[config.mk]
export PLATFORM = sky130hd
export DESIGN_NAME = shift_subtract_divider
export DESIGN_NICKNAME = d
export VERILOG_FILES = /design/src/rtl/div_pkg.sv /design/src/rtl/div_step.sv /design/src/rtl/shift_subtract_divider.sv
export SDC_FILE = /design/constraint.sdc
export NUM_CORES = 1
export LEC_CHECK = 0
export ABC_AREA = 1
export CORE_MARGIN = 2
export CORE_UTILIZATION = 56
export DETAILED_ROUTE_END_ITERATION = 8
export HOLD_SLACK_MARGIN = 0.03
export PLACE_DENSITY = 0.8
export SKIP_LAST_GASP = 1
export SLEW_MARGIN = 20
export SYNTH_ARGS = -nofsm -noshare
export SYNTH_HDL_FRONTEND = slang
export SYNTH_HIERARCHICAL = 1
export SYNTH_SLANG_ARGS = --single-unit
[constraint.sdc]
create_clock -name clk -period 2.5 [get_ports clk]
set_clock_uncertainty 0.15 [all_clocks]
set_input_delay 0.5 -clock clk [delete_from_list [all_inputs] [get_ports clk]]
set_output_delay 0.5 -clock clk [all_outputs]
set_load 0.005 [all_outputs]
[src/rtl/div_pkg.sv]
// Shared types and constants for the shift-subtract divider.
// Holds the FSM state enum, default operand width and the divide-by-zero quotient.
package div_pkg;

    typedef enum logic [1:0] {
        IDLE = 2'd0,
        CALC = 2'd1,
        DONE = 2'd2
    } div_state_e;

    localparam int DIV_WIDTH     = 16;
    localparam int DIV_MAX_WIDTH = 64;

    // Wide enough for any supported WIDTH; users slice the low bits they need.
    localparam logic [DIV_MAX_WIDTH-1:0] DIV_ZERO_QUOTIENT = '1;

endpackage

[src/rtl/div_step.sv]
// One restoring-division step: shift one dividend bit into the partial remainder
// and subtract the divisor when it fits. Purely combinational.
module div_step #(
    parameter int WIDTH = 16
) (
    input  logic [WIDTH:0]   rem_i,
    input  logic             bit_i,
    input  logic [WIDTH-1:0] divisor_i,
    output logic [WIDTH:0]   rem_o,
    output logic             q_bit_o
);

    logic [WIDTH:0] shifted;
    logic           fits;

    assign shifted = {rem_i[WIDTH-1:0], bit_i};

    // A set top bit means the true shifted value exceeds any WIDTH-bit divisor.
    assign fits    = rem_i[WIDTH] | (shifted >= {1'b0, divisor_i});
    assign q_bit_o = fits;
    assign rem_o   = fits ? (shifted - {1'b0, divisor_i}) : shifted;

endmodule

[src/rtl/shift_subtract_divider.sv]
// Iterative restoring divider with start/busy/done handshake, one quotient bit per clock.
// Define SHIFT_SUBTRACT_DIVIDER_SIGNED_EN for two's-complement operands (truncating division).
module shift_subtract_divider
    import div_pkg::*;
#(
    parameter int WIDTH = DIV_WIDTH
) (
    input  logic             clk,
    input  logic             rst_n,
    input  logic             start,
    input  logic [WIDTH-1:0] dividend,
    input  logic [WIDTH-1:0] divisor,
    output logic             busy,
    output logic             done,
    output logic [WIDTH-1:0] quotient,
    output logic [WIDTH-1:0] remainder,
    output logic             div_by_zero
);

    localparam int CNT_W = $clog2(WIDTH);

    div_state_e       state_q, state_d;
    logic [CNT_W-1:0] cnt_q, cnt_d;
    logic [WIDTH:0]   rem_q, rem_d;
    logic [WIDTH-1:0] shq_q, shq_d;
    logic [WIDTH-1:0] dvsr_q, dvsr_d;
    logic             busy_q, busy_d;
    logic             done_q, done_d;
    logic [WIDTH-1:0] quot_q, quot_d;
    logic [WIDTH-1:0] remd_q, remd_d;
    logic             dbz_q, dbz_d;

    logic [WIDTH:0]   step_rem;
    logic             step_bit;
    logic [WIDTH-1:0] dvd_mag;
    logic [WIDTH-1:0] dvs_mag;
    logic [WIDTH-1:0] quot_final;
    logic [WIDTH-1:0] rem_final;
    logic             accept;

`ifdef SHIFT_SUBTRACT_DIVIDER_SIGNED_EN
    logic dvd_neg, dvs_neg;
    logic neg_quot_q, neg_quot_d;
    logic neg_rem_q, neg_rem_d;

    assign dvd_neg = dividend[WIDTH-1];
    assign dvs_neg = divisor[WIDTH-1];
    assign dvd_mag = dvd_neg ? -dividend : dividend;
    assign dvs_mag = dvs_neg ? -divisor : divisor;
`else
    assign dvd_mag = dividend;
    assign dvs_mag = divisor;
`endif

    div_step #(
        .WIDTH(WIDTH)
    ) u_step (
        .rem_i    (rem_q),
        .bit_i    (shq_q[WIDTH-1]),
        .divisor_i(dvsr_q),
        .rem_o    (step_rem),
        .q_bit_o  (step_bit)
    );

    assign accept = start && (state_q != CALC);

    // Results of the final step, sign-corrected when signed operation is built in.
    always_comb begin
        quot_final = {shq_q[WIDTH-2:0], step_bit};
        rem_final  = step_rem[WIDTH-1:0];
`ifdef SHIFT_SUBTRACT_DIVIDER_SIGNED_EN
        if (neg_quot_q) quot_final = -quot_final;
        if (neg_rem_q)  rem_final  = -rem_final;
`endif
    end

    always_comb begin
        state_d = state_q;
        cnt_d   = cnt_q;
        rem_d   = rem_q;
        shq_d   = shq_q;
        dvsr_d  = dvsr_q;
        busy_d  = busy_q;
        done_d  = 1'b0;
        quot_d  = quot_q;
        remd_d  = remd_q;
        dbz_d   = dbz_q;
`ifdef SHIFT_SUBTRACT_DIVIDER_SIGNED_EN
        neg_quot_d = neg_quot_q;
        neg_rem_d  = neg_rem_q;
`endif

        unique case (state_q)
            IDLE, DONE: begin
                state_d = IDLE;
                if (accept) begin
                    state_d = CALC;
                    busy_d  = 1'b1;
                    dbz_d   = 1'b0;
                    cnt_d   = CNT_W'(WIDTH - 1);
                    rem_d   = '0;
                    dvsr_d  = dvs_mag;
                    // A zero divisor keeps the raw dividend so it can be returned as the remainder.
                    shq_d   = (divisor == '0) ? dividend : dvd_mag;
`ifdef SHIFT_SUBTRACT_DIVIDER_SIGNED_EN
                    neg_quot_d = dvd_neg ^ dvs_neg;
                    neg_rem_d  = dvd_neg;
`endif
                end
            end

            CALC: begin
                if (dvsr_q == '0) begin
                    state_d = DONE;
                    busy_d  = 1'b0;
                    done_d  = 1'b1;
                    dbz_d   = 1'b1;
                    quot_d  = DIV_ZERO_QUOTIENT[WIDTH-1:0];
                    remd_d  = shq_q;
                end else begin
                    rem_d = step_rem;
                    shq_d = {shq_q[WIDTH-2:0], step_bit};
                    cnt_d = cnt_q - 1'b1;
                    if (cnt_q == '0) begin
                        state_d = DONE;
                        busy_d  = 1'b0;
                        done_d  = 1'b1;
                        quot_d  = quot_final;
                        remd_d  = rem_final;
                    end
                end
            end

            default: begin
                state_d = IDLE;
                busy_d  = 1'b0;
            end
        endcase
    end

    // NOTE: state uses non-blocking assignments and a synchronous reset sampled on the clock edge.
    always_ff @(posedge clk) begin
        if (!rst_n) begin
            state_q <= IDLE;
            cnt_q   <= '0;
            rem_q   <= '0;
            shq_q   <= '0;
            dvsr_q  <= '0;
            busy_q  <= 1'b0;
            done_q  <= 1'b0;
            quot_q  <= '0;
            remd_q  <= '0;
            dbz_q   <= 1'b0;
`ifdef SHIFT_SUBTRACT_DIVIDER_SIGNED_EN
            neg_quot_q <= 1'b0;
            neg_rem_q  <= 1'b0;
`endif
        end else begin
            state_q <= state_d;
            cnt_q   <= cnt_d;
            rem_q   <= rem_d;
            shq_q   <= shq_d;
            dvsr_q  <= dvsr_d;
            busy_q  <= busy_d;
            done_q  <= done_d;
            quot_q  <= quot_d;
            remd_q  <= remd_d;
            dbz_q   <= dbz_d;
`ifdef SHIFT_SUBTRACT_DIVIDER_SIGNED_EN
            neg_quot_q <= neg_quot_d;
            neg_rem_q  <= neg_rem_d;
`endif
        end
    end

    assign busy        = busy_q;
    assign done        = done_q;
    assign quotient    = quot_q;
    assign remainder   = remd_q;
    assign div_by_zero = dbz_q;

endmodule

==> results of run 1 <==
==> repair_timing <==
item	CTS	global route
endpoints found under the setup margin	4	35
pin swaps	1	7
setup buffers	2	3
resized for setup	0	41
==> stage by stage <==
| stage | power (mW) | hold slack, ns | setup slack, ns | area, sq um | util [%] |
|---|---|---|---|---|---|
| after detailed placement | 4.01 | 0.297 | -0.00363 | 6350 | 65.9 |
| after floorplan | 3.32 | 0.281 | 0.381 | 5490 | - |
| after global placement | 3.99 | 0.299 | 0.0247 | 6350 | 65.9 |
| after CTS | 5.06 | 0.316 | 0.0280 | 6570 | 68.1 |
| after global routing | 5.62 | 0.349 | -0.0254 | 6810 | 70.6 |
| final | 5.28 | 0.316 | 0.125 | 6810 | 70.6 |
==> cell type report <==
class	count	area (sq um)	share of cell area, %
clock buffers	10	138	2.02
clock inverters	5	62.6	0.919
inverters	95	357	5.24
multi-input cells	659	3330	49.0
flip-flops and latches	90	1820	26.7
well taps	133	166	2.44
repair buffers	99	932	13.7
==> cells by family after synthesis <==
group / Yosys count
buf+inv: 134
compound gates: 81
flops: 90
xor+xnor: 7
simple gates: 553
fa+ha+maj: 18
==> synth_stat cells (2+ instances only) <==
master and count:
sky130_fd_sc_hd__nand2_4 4, sky130_fd_sc_hd__buf_6 2, sky130_fd_sc_hd__nor3_2 2, sky130_fd_sc_hd__buf_2 13, sky130_fd_sc_hd__nand3b_1 35, sky130_fd_sc_hd__inv_2 6, sky130_fd_sc_hd__buf_1 3, sky130_fd_sc_hd__nor2_4 2
sky130_fd_sc_hd__nand2_1 317, sky130_fd_sc_hd__nand4_1 4, sky130_fd_sc_hd__ha_1 17, sky130_fd_sc_hd__or2_2 2, sky130_fd_sc_hd__xor2_1 6, sky130_fd_sc_hd__inv_1 89, sky130_fd_sc_hd__nor2_1 122, sky130_fd_sc_hd__nor3_1 4
sky130_fd_sc_hd__clkbuf_1 17, sky130_fd_sc_hd__nand3_1 51, sky130_fd_sc_hd__and2_1 2, sky130_fd_sc_hd__nand2_2 2, sky130_fd_sc_hd__o21ai_0 35, sky130_fd_sc_hd__a21oi_1 44, sky130_fd_sc_hd__buf_4 4, sky130_fd_sc_hd__dfxtp_1 90
==> critical path, delay by kind of cell (launching register included) <==
kind | cells | cell delay, ns
AO/OA/AOI/OAI | 2 | 0.17
XOR/XNOR | 1 | 0.26
adder cells (fa/ha/maj) | 2 | 0.60
buffers and inverters | 1 | 0.06
flip-flops | 1 | 0.38
AND/OR/NAND/NOR | 7 | 0.68
==> power by group through the flow <==
stage / Sequential [mW] / Clock (mW) / Combinational, mW
3_3_place_gp: 1.74 / 0 / 2.25
2_1_floorplan: 1.71 / 0 / 1.61
5_1_grt: 1.75 / 1.09 / 2.78
6_report: 1.73 / 1.04 / 2.51
3_5_place_dp: 1.74 / 0 / 2.27
4_1_cts: 1.71 / 1.05 / 2.30
==> registers in the layout (all words and copies together) (netlist names), 2 cells and up <==
signal / count
cnt_q: 4
dvsr_q: 16
remainder: 16
rem_q: 17
shq_q: 16
state_q: 2
quotient: 16
==> metal layers <==
layer  routed length, um  vias up  global-route usage, %
li1                    -     2892                      -
met1                6950     2656                   41.8
met2                7150      261                   47.9
met4                 351        0                   8.00
met3                1270       29                   4.54
met5                   0        -                      0
==> final timing paths <==
check / from / to / slack, ns / cells past startpoint
min reg2reg: state_q[0]$_SDFFE_PN0P_ / busy$_SDFFE_PN0P_ / 0.32 / 1
max reg2reg: shq_q[15]$_SDFFE_PN0P_ / remainder[8]$_SDFFE_PN0P_ / 0.13 / 13
min: state_q[0]$_SDFFE_PN0P_ / busy$_SDFFE_PN0P_ / 0.32 / 1
max: shq_q[15]$_SDFFE_PN0P_ / remainder[8]$_SDFFE_PN0P_ / 0.13 / 13
==> report_table.html, run 1 <==
<table>
<tr><th>Metric</th><th>Value</th></tr>
<tr><th colspan="2">Synthesis</th></tr>
<tr><td>Share of Yosys cell area claimed by the top area cell type</td><td>32.8%</td></tr>
<tr><td>Post-Synthesis Net Count</td><td>936</td></tr>
<tr><td>Async SR Flop Fraction</td><td>0%</td></tr>
<tr><td>Simple-Gate Fraction of Synth Area</td><td>44.3%</td></tr>
<tr><td>Post-synth cell types</td><td>34</td></tr>
<tr><td>Number of standard cells after synthesis</td><td>883</td></tr>
<tr><td>Register area share after synthesis</td><td>32.8%</td></tr>
<tr><td>Post-synth EDFFs</td><td>0</td></tr>
<tr><td>Count of synthesis-stage warnings from yosys</td><td>6</td></tr>
<tr><td>Fraction of synthesized area in multiplexers</td><td>0%</td></tr>
<tr><td>Cell type with the highest aggregate area in the netlist</td><td>sky130_fd_sc_hd__dfxtp_1</td></tr>
<tr><td>Post-Synthesis Mean Instance Area</td><td>6.21 sq um</td></tr>
<tr><td>Cell types with the largest area share after synthesis</td><td>sky130_fd_sc_hd__dfxtp_1, sky130_fd_sc_hd__nand2_1, sky130_fd_sc_hd__nor2_1</td></tr>
<tr><td>Synthesized-area fraction occupied by adder cells</td><td>4.24%</td></tr>
<tr><td>Cell area after synthesis</td><td>5490 sq um</td></tr>
<tr><td>FF+latch count, synth</td><td>90</td></tr>
<tr><td>Complex-gate fraction of the synthesized area</td><td>7.50%</td></tr>
<tr><td>Most used flip-flop cell after synthesis</td><td>sky130_fd_sc_hd__dfxtp_1</td></tr>
<tr><td>Post-Synth XOR/XNOR Area</td><td>1.12%</td></tr>
<tr><td>Largest family of logic cells by synthesized area</td><td>simple AND/OR/NAND/NOR gates</td></tr>
<tr><th colspan="2">Pwr</th></tr>
<tr><td>Switching power</td><td>2.18 mW</td></tr>
<tr><td>Cell area power density</td><td>775 nW/um^2</td></tr>
<tr><td>Peak supply drop</td><td>0.477 mV</td></tr>
<tr><td>Internal power component</td><td>3.10 mW</td></tr>
<tr><td>Proportion of power drawn by the clock network</td><td>19.6%</td></tr>
<tr><td>Portion of total power attributed to sequential cells</td><td>32.8%</td></tr>
<tr><td>Lkg Pwr</td><td>3.17 nW</td></tr>
<tr><td>Combinational share of power</td><td>47.6%</td></tr>
<tr><td>Switching part of the total power</td><td>41.3%</td></tr>
<tr><th colspan="2">Global route</th></tr>
<tr><td>Via count of the first global-routing pass</td><td>5,118</td></tr>
<tr><td>Wire length of the first global-routing pass</td><td>24,400 um</td></tr>
<tr><td>Initial antenna violation count</td><td>0</td></tr>
<tr><td>Pin count of the biggest net entering global routing</td><td>39</td></tr>
<tr><td>Gr usage total</td><td>29.8%</td></tr>
<tr><td>Congestion Overflow GR</td><td>0</td></tr>
<tr><th colspan="2">Place</th></tr>
<tr><td>Placed Instances</td><td>1,071</td></tr>
<tr><td>I/O Buffers</td><td>69</td></tr>
<tr><td>RD Place Congestion</td><td>0.979</td></tr>
<tr><td>Post-DP HPWL</td><td>11,300 um</td></tr>
<tr><th colspan="2">Setup path</th></tr>
<tr><td>Required time reported for the critical path endpoint</td><td>2.66 ns</td></tr>
<tr><td>Crit Path Category</td><td>register to register</td></tr>
<tr><td>Critical path's slowest cell</td><td>sky130_fd_sc_hd__dfxtp_2</td></tr>
<tr><td>Critical path launch point type</td><td>register</td></tr>
<tr><td>Worst EP arrival</td><td>2.53 ns</td></tr>
<tr><td>Worst path most repeated cell</td><td>sky130_fd_sc_hd__nand2_1</td></tr>
<tr><td>Largest incremental delay on the critical path</td><td>0.38 ns</td></tr>
<tr><td>CP Capture Type</td><td>register</td></tr>
<tr><td>Highest net fanout along the worst path</td><td>4</td></tr>
<tr><td>Cell Chain, Critical Path</td><td>inv_1 &gt; ha_1 &gt; fa_2 &gt; nor2_2 &gt; o21ai_0 &gt; nand2_1 &gt; xor2_1 &gt; nand2_1 &gt; nand2_1 &gt; nand2_1 &gt; o21ai_0 &gt; nor2_1 &gt; nor2_1</td></tr>
<tr><th colspan="2">Timing</th></tr>
<tr><td>Maximum clock frequency</td><td>421 MHz</td></tr>
<tr><td>Final worst-path cycle share</td><td>95.0%</td></tr>
<tr><td>Least-Margin Pin Slew</td><td>0.792 ns</td></tr>
<tr><td>Final critical delay including setup and external delays</td><td>2.37 ns</td></tr>
<tr><td>Final hold violation count</td><td>0</td></tr>
<tr><td>Final setup TNS</td><td>0 ns</td></tr>
<tr><td>Unrepaired setup endpoints after global routing</td><td>true</td></tr>
<tr><td>Number of setup violations in the final report</td><td>0</td></tr>
<tr><td>Final count of pins violating max slew</td><td>0</td></tr>
<tr><td>Max_slew headroom</td><td>47.1%</td></tr>
<tr><th colspan="2">Floorplan</th></tr>
<tr><td>Height of the die</td><td>103 um</td></tr>
<tr><td>Io pins</td><td>70</td></tr>
<tr><td>Chip width</td><td>103 um</td></tr>
<tr><td>Die Outline Area</td><td>10,600 sq um</td></tr>
<tr><td>Rows</td><td>36</td></tr>
<tr><td>Core box area</td><td>9640 sq um</td></tr>
<tr><td>Initial Util</td><td>56.9%</td></tr>
<tr><th colspan="2">Layout</th></tr>
<tr><td>Number of cells in the finished layout apart from fillers</td><td>1,091</td></tr>
<tr><td>Proportion of layout cells with a drive suffix above 1</td><td>11.0%</td></tr>
<tr><td>Most frequent cells in the layout</td><td>sky130_fd_sc_hd__nand2_1, sky130_fd_sc_hd__nor2_1, sky130_fd_sc_hd__inv_1, sky130_fd_sc_hd__dfxtp_1, sky130_fd_sc_hd__clkdlybuf4s50_1</td></tr>
<tr><td>Area Growth Syn to Fin</td><td>24.1%</td></tr>
<tr><td>Total inserted antenna cells</td><td>0</td></tr>
<tr><td>FILL cells</td><td>856</td></tr>
<tr><td>Leading cell type in the layout, fill and taps excluded</td><td>sky130_fd_sc_hd__nand2_1</td></tr>
<tr><td>Layout net count</td><td>1,007</td></tr>
<tr><th colspan="2">Outcome</th></tr>
<tr><td>Outcome</td><td>finished, final reports clean</td></tr>
<tr><th colspan="2">Flow run</th></tr>
<tr><td>Maximum capacitance violations</td><td>0</td></tr>
<tr><th colspan="2">CTS</th></tr>
<tr><td>TritonCTS clock tree</td><td>built</td></tr>
<tr><td>Number of clock buffers inserted by TritonCTS</td><td>9</td></tr>
<tr><td>Clock Root Buffer</td><td>sky130_fd_sc_hd__clkbuf_8</td></tr>
<tr><td>Clock-pin slew reported for the worst setup and hold paths after clock tree synthesis</td><td>0.09 ns</td></tr>
<tr><td>Insertion delay to the later sink of the worst-skew pair</td><td>0.37 ns</td></tr>
<tr><td>CTS HTree Levels</td><td>3</td></tr>
<tr><td>Maximum clock insertion buffer count</td><td>2</td></tr>
<tr><td>CTS Hold Buffers Added</td><td>0</td></tr>
<tr><td>TritonCTS Sinks</td><td>90</td></tr>
<tr><th colspan="2">Worst hold path</th></tr>
<tr><td>Type of the worst min-delay path</td><td>register to register</td></tr>
<tr><th colspan="2">Routing</th></tr>
<tr><td>Drt pass-1 iters</td><td>5</td></tr>
<tr><td>Total vias in the final route</td><td>5,838</td></tr>
<tr><td>Total routed wirelength</td><td>15,700 um</td></tr>
<tr><td>DR WL/cell</td><td>14.4 um</td></tr>
<tr><td>Vias per Instance</td><td>5.35</td></tr>
<tr><td>Number of design-rule violations left by the first detailed-router iteration</td><td>560</td></tr>
<tr><td>Post-route DRC violation count</td><td>0</td></tr>
<tr><td>Residual antenna-violating net count after detailed routing</td><td>0</td></tr>
</table>
No activity file was read; power rests on OpenSTA's default activity.
==> inputs of run 2 (changes only) <==
--- a/config.mk
+++ b/config.mk
@@ -6,6 +6,7 @@
 export NUM_CORES = 1
 export LEC_CHECK = 0
 export ABC_AREA = 1
+export CAP_MARGIN = 40
 export CORE_MARGIN = 2
 export CORE_UTILIZATION = 56
 export DETAILED_ROUTE_END_ITERATION = 8
==> results of run 2 <==
Same layout as run 1: the final DEF is identical, and so are final timing and power.
